File: src/rtl/sort_pkg.sv
// Types and default sizing shared between the sort engine and its front-end arbiter.
package sort_pkg;

  localparam int unsigned DEF_DATA_WIDTH = 16;
  localparam int unsigned DEF_MAX_LENGTH = 128;

  typedef enum logic [1:0] {
    IDLE   = 2'd0,
    STREAM = 2'd1,
    DRAIN  = 2'd2
  } arb_state_t;

  // Next requester index, wrapping at n.
  function automatic int unsigned wrap_inc(input int unsigned idx, input int unsigned n);
    return (idx + 1 >= n) ? 0 : idx + 1;
  endfunction

endpackage

File: src/rtl/rr_picker.sv
// Combinational round-robin select: first asserted request at or after ptr, wrapping.
module rr_picker #(
  parameter int unsigned NUM_REQ = 4,
  localparam int unsigned IDX_W  = $clog2(NUM_REQ)
) (
  input  logic [NUM_REQ-1:0] req,
  input  logic [IDX_W-1:0]   ptr,
  output logic [IDX_W-1:0]   idx,
  output logic               found
);

  int unsigned      cand;
  logic [IDX_W-1:0] cand_idx;

  always_comb begin
    idx      = '0;
    found    = 1'b0;
    cand     = 0;
    cand_idx = '0;
    for (int unsigned k = 0; k < NUM_REQ; k++) begin
      cand     = (32'(ptr) + k) % NUM_REQ;
      cand_idx = IDX_W'(cand);
      if (!found && req[cand_idx]) begin
        found = 1'b1;
        idx   = cand_idx;
      end
    end
  end

endmodule

File: src/rtl/sort_arbiter.sv
// Packet-level round-robin arbiter feeding one sort engine; enforces MAX_LENGTH by
// forcing eop on the last allowed word and draining the remainder of the packet.
module sort_arbiter
  import sort_pkg::*;
#(
  parameter int unsigned DATA_WIDTH = DEF_DATA_WIDTH,
  parameter int unsigned MAX_LENGTH = DEF_MAX_LENGTH,
  parameter int unsigned NUM_REQ    = 4,
  localparam int unsigned IDX_W     = $clog2(NUM_REQ),
  localparam int unsigned LEN_W     = $clog2(MAX_LENGTH + 1)
) (
  input  logic                               snk_clock,
  input  logic                               snk_reset_n,
  input  logic [NUM_REQ-1:0]                 req_valid,
  input  logic [NUM_REQ-1:0]                 req_sop,
  input  logic [NUM_REQ-1:0]                 req_eop,
  input  logic [NUM_REQ-1:0][DATA_WIDTH-1:0] req_data,
  output logic [NUM_REQ-1:0]                 req_ready,
  output logic                               out_valid,
  output logic                               out_sop,
  output logic                               out_eop,
  output logic [DATA_WIDTH-1:0]              out_data,
  input  logic                               out_ready,
  output logic                               grant_valid,
  output logic [IDX_W-1:0]                   grant_idx,
  output logic                               pkt_done,
  output logic                               err_trunc,
  output logic                               err_stray
);

  arb_state_t       state_q, state_d;
  logic [IDX_W-1:0] grant_q, grant_d;
  logic [IDX_W-1:0] rr_ptr_q, rr_ptr_d;
  logic [LEN_W-1:0] len_cnt_q, len_cnt_d;
  logic             pkt_done_q, pkt_done_d;
  logic             err_trunc_q, err_trunc_d;
  logic             err_stray_q, err_stray_d;

  logic [NUM_REQ-1:0] cand_req;
  logic [NUM_REQ-1:0] stray_req;
  logic [IDX_W-1:0]   pick_idx;
  logic               pick_found;
  logic               last_slot;
  logic               g_valid;
  logic               g_eop;

  assign cand_req  = req_valid & req_sop;
  assign stray_req = req_valid & ~req_sop;
  assign last_slot = (len_cnt_q == LEN_W'(MAX_LENGTH - 1));
  assign g_valid   = req_valid[grant_q];
  assign g_eop     = req_eop[grant_q];

  rr_picker #(
    .NUM_REQ (NUM_REQ)
  ) u_picker (
    .req   (cand_req),
    .ptr   (rr_ptr_q),
    .idx   (pick_idx),
    .found (pick_found)
  );

  always_comb begin
    state_d     = state_q;
    grant_d     = grant_q;
    rr_ptr_d    = rr_ptr_q;
    len_cnt_d   = len_cnt_q;
    pkt_done_d  = 1'b0;
    err_trunc_d = 1'b0;
    err_stray_d = 1'b0;
    req_ready   = '0;
    out_valid   = 1'b0;
    out_sop     = 1'b0;
    out_eop     = 1'b0;
    out_data    = req_data[grant_q];

    unique case (state_q)
      IDLE: begin
        // Non-sop words cannot start a packet; swallow them so the source unblocks.
        req_ready   = stray_req;
        err_stray_d = |stray_req;
        if (pick_found) begin
          grant_d   = pick_idx;
          rr_ptr_d  = IDX_W'(wrap_inc(32'(pick_idx), NUM_REQ));
          len_cnt_d = '0;
          state_d   = STREAM;
        end
      end

      STREAM: begin
        out_valid          = g_valid;
        out_sop            = (len_cnt_q == '0);
        out_eop            = g_eop | last_slot;
        req_ready[grant_q] = out_ready;
        if (g_valid && out_ready) begin
          len_cnt_d = len_cnt_q + LEN_W'(1);
          if (g_eop) begin
            pkt_done_d = 1'b1;
            state_d    = IDLE;
          end else if (last_slot) begin
            pkt_done_d  = 1'b1;
            err_trunc_d = 1'b1;
            state_d     = DRAIN;
          end
        end
      end

      DRAIN: begin
        req_ready[grant_q] = 1'b1;
        if (g_valid && g_eop) begin
          state_d = IDLE;
        end
      end

      default: state_d = IDLE;
    endcase

    // Keep every output quiet while reset is held, including before the first edge.
    if (!snk_reset_n) begin
      req_ready = '0;
      out_valid = 1'b0;
      out_sop   = 1'b0;
      out_eop   = 1'b0;
    end
  end

  always_ff @(posedge snk_clock) begin
    if (!snk_reset_n) begin
      state_q     <= IDLE;
      grant_q     <= '0;
      rr_ptr_q    <= '0;
      len_cnt_q   <= '0;
      pkt_done_q  <= 1'b0;
      err_trunc_q <= 1'b0;
      err_stray_q <= 1'b0;
    end else begin
      state_q     <= state_d;
      grant_q     <= grant_d;
      rr_ptr_q    <= rr_ptr_d;
      len_cnt_q   <= len_cnt_d;
      pkt_done_q  <= pkt_done_d;
      err_trunc_q <= err_trunc_d;
      err_stray_q <= err_stray_d;
    end
  end

  assign grant_valid = snk_reset_n & (state_q != IDLE);
  assign grant_idx   = snk_reset_n ? grant_q : '0;
  assign pkt_done    = snk_reset_n & pkt_done_q;
  assign err_trunc   = snk_reset_n & err_trunc_q;
  assign err_stray   = snk_reset_n & err_stray_q;

endmodule
File: config.mk
export PLATFORM = sky130hd
export DESIGN_NAME = sort_arbiter
export DESIGN_NICKNAME = d
export VERILOG_FILES = /design/src/rtl/sort_pkg.sv /design/src/rtl/rr_picker.sv /design/src/rtl/sort_arbiter.sv
export SDC_FILE = /design/constraint.sdc
export NUM_CORES = 1
export LEC_CHECK = 0
export CORE_UTILIZATION = 41
export CTS_BUF_LIST = sky130_fd_sc_hd__clkbuf_8
export DETAILED_ROUTE_END_ITERATION = 16
export PLACE_DENSITY = 0.87
export RECOVER_POWER = 50
export SYNTH_ARGS = -nofsm -noshare
export SYNTH_HDL_FRONTEND = slang
export SYNTH_SLANG_ARGS = --single-unit
export TNS_END_PERCENT = 30
File: constraint.sdc
create_clock -name snk_clock -period 3.6 [get_ports snk_clock]
set_clock_uncertainty 0.15 [all_clocks]
set_input_delay 1.08 -clock snk_clock [delete_from_list [all_inputs] [get_ports snk_clock]]
set_output_delay 1.08 -clock snk_clock [all_outputs]
set_load 0.005 [all_outputs]
==> flow_summary.json <==
{
  "status": "completed",
  "areaGrowthSynthToFinish_pct": 76.42,
  "end_kind": "output pin",
  "worstMarginPinSlew_ps": 476.3,
  "ir_drop_v": 0.0002438,
  "rsz0062_at_grt": "no",
  "synthArstFlopShare_pct": 0,
  "fin_hold_ws_ps": 366.8,
  "final_hold_viol_count": 0,
  "comb_power_share_pct": 48.0,
  "fillers": 289,
  "cts_root_buffer": "clkbuf_8",
  "fp.dieW_microns": 65.95,
  "slew_viol_final": 0,
  "hold_depth": 2,
  "p_int_uw": 479.4,
  "dp_hpwl_microns": 4929,
  "yosys.cell_types.count": 55,
  "arrival_ps": 2340,
  "route.detailed.drc": 0,
  "fp.dieH_microns": 65.95,
  "switching_share_pct": 29.17,
  "start_kind": "input pin",
  "synth_seq_cells": 17,
  "io-pin-count": 108,
  "crit_slowest_cell": "dlygate4sd3_1",
  "post-place-ws_ps": -419.1,
  "yosysWarnings": 0,
  "fp-row-count": 22,
  "yosysTopAreaCell": "mux4_2",
  "fin_nets": 382,
  "maxCapViolations": 0,
  "dp_cells": 335,
  "cts_tree": "yes",
  "worst-path-stages": 3,
  "antenna_found_initial": 0,
  "antenna_left": 0,
  "htreeDepth": 1,
  "p_leak_uw": 0.001123,
  "clock.fmax_ghz": 0.2804,
  "crit_required_ps": 2370,
  "tns_ps": 0,
  "ys_seq_area_share_pct": 20.30,
  "fin_crit_ps": 3567,
  "numClockSinks": 17,
  "synth_edf_count": 0,
  "synth_ff_type": "dfxtp_1",
  "grt_pass1_wl_microns": 9597,
  "routedWlPerCell_microns": 17.78,
  "final_cells": 348,
  "p_clk_share_pct": 21.2,
  "cts_max_path_buffers": 2,
  "synth_nets": 255,
  "vias": 2010,
  "clock_latency_ps": 260,
  "via_per_inst": 5.776,
  "start_util_pct": 44.14,
  "p_switching_uw": 197.4,
  "grt_pass1_vias": 2007,
  "slew-limit-headroom_pct": 68.25,
  "worst_hold_path_type": "flop to flop",
  "p_per_area_nw_per_um2": 228.8,
  "path_class": "input pin to output pin",
  "synthCells": 174,
  "grtUsageTotal_pct": 29.15,
  "synthDominantCellAreaShare_pct": 24.18,
  "layout_setup_ws_ps": 33.33,
  "drt-initial-drc-count": 93,
  "core-area_sq_um": 3799,
  "critical-path-top-delay-family": "buffers and inverters",
  "power_uw": 676.9,
  "path_cells": "dlygate4sd3_1, mux4_2, dlygate4sd2_1",
  "cts_buffers": 3,
  "rr_worst_depth": 11,
  "dieArea_sq_um": 4349,
  "worst-path-buf-inv": 2,
  "critPathMaxStageDelay_ps": 540,
  "seq_power_share_pct": 30.8,
  "place_congestion": 0.8533,
  "totalWireLength_microns": 6186,
  "grt-ovfl-total": 0,
  "drive_above_1_share_pct": 20.67,
  "grt_start_max_net_pins": 17,
  "port_buffers": 107,
  "fin_crit_sh_pct": 99.07,
  "diodes": 0,
  "syn_area_sq_um": 1677,
  "setup_violations": 0,
  "path_clk_slew_ps": 70,
  "path_max_fanout": 1,
  "yosys-top-cells-area": "mux4_2 (24%), dfxtp_1 (20%), nand2_1 (3.4%), nand3b_1 (3.1%), a211oi_2 (3.0%)",
  "dr.pass1.iters": 4,
  "synth_area_per_cell_sq_um": 9.636
}
==> layer usage <==
| metal | part of all wire, % | vias up | wire (microns) | GRT usage [%] |
|---|---|---|---|---|
| met1 | 35 | 968 | 2190 | 30.13 |
| li1 | - | 933 | - | - |
| met3 | 8.1 | 16 | 500 | 6.379 |
| met2 | 54 | 93 | 3332 | 56.38 |
| met5 | 0 | - | 0 | 0 |
| met4 | 2.6 | 0 | 162 | 10.64 |
==> logic make-up (layout without fill, tap and decap cells) <==
| kind of cell | after synthesis | after routing | share of synthesized area, % |
|---|---|---|---|
| mux | 23 | 23 | 27.16 |
| flops | 17 | 17 | 20.30 |
| xor+xnor | 2 | 2 | 1.045 |
| simple gates | 78 | 78 | 27.09 |
| compound gates | 35 | 35 | 17.76 |
| fa+ha+maj | 3 | 3 | 2.089 |
| buf+inv | 16 | 142 | 4.553 |
==> per-stage QoR <==
stage / instance area (sq um) / util (%)
after floorplan: 1677 / -
after global placement: 2885 / 75.96
after detailed placement: 2885 / 75.96
after CTS: 2969 / 78.16
after global routing: 2958 / 77.87
final: 2958 / 77.87
==> worst paths after layout <==
check            endpoint    startpoint  slack, ps
max           out_data[0]  req_data[32]         30
min          len_cnt_q[5]  len_cnt_q[5]        370
max reg2reg    state_q[0]  len_cnt_q[2]       1180
min reg2reg  len_cnt_q[5]  len_cnt_q[5]        370
==> registers in the layout, summed over array words and instances (netlist names), named ones only <==
| signal | cells |
|---|---|
| err_stray_q | 1 |
| grant_q | 2 |
| state_q | 2 |
| pkt_done_q | 1 |
| rr_ptr_q | 1 |
| err_trunc_q | 1 |
| len_cnt_q | 8 |
==> Yosys cell counts (5+ instances only) <==
library cell	instances
nand3b_1	7
mux2i_1	5
clkbuf_1	7
and2_1	8
nand3_1	9
nor2_1	8
a21oi_1	5
mux4_2	18
nand2_1	15
dfxtp_1	17
==> layout make-up <==
| class | instances | area (sq um) | share of cell area, % |
|---|---|---|---|
| clock buffer | 3 | 41.29 | 1.396 |
| tap | 48 | 60.06 | 2.030 |
| sequential | 17 | 340.3 | 11.51 |
| multi-input combinational | 141 | 1274 | 43.06 |
| inverter | 3 | 11.26 | 0.3807 |
| clock inverter | 1 | 3.754 | 0.1269 |
| timing repair buffer | 135 | 1227 | 41.50 |
==> worst register-to-register path, stage by stage (launching register included) <==
cell and delay (ps):
dfxtp_1 430, and4_1 290, nand4b_1 180, nor2b_2 200, clkbuf_4 130, buf_4 120, buf_4 120, buf_4 120
buf_4 120, buf_4 120, buf_4 130, o221a_2 210
==> layout by cell type (no fill, tap or decap), types with 7 or more instances in the layout <==
master and instances:
nand2_1 15, nand3b_1 7, nor2_1 8, clkdlybuf4s50_1 76, dlygate4sd2_1 25, and2_1 8
nand3_1 9, buf_4 23, dfxtp_1 17, mux4_2 18
==> power by group through the flow <==
stage	registers [uW]	clock network, uW	logic (uW)
2_1_floorplan	204	0	150
3_3_place_gp	212	0	322
3_5_place_dp	212	0	330
4_1_cts	208	146	326
5_1_grt	210	156	350
6_report	209	143	325
==> timing repair <==
item / CTS / global route
pin swaps: 1 / 0
resized for setup: 36 / 3
setup endpoints to repair: 29 / 1
buffers inserted: 9 / 0
hold buffers: 0 / 0
(Power assumes the default switching activity.)
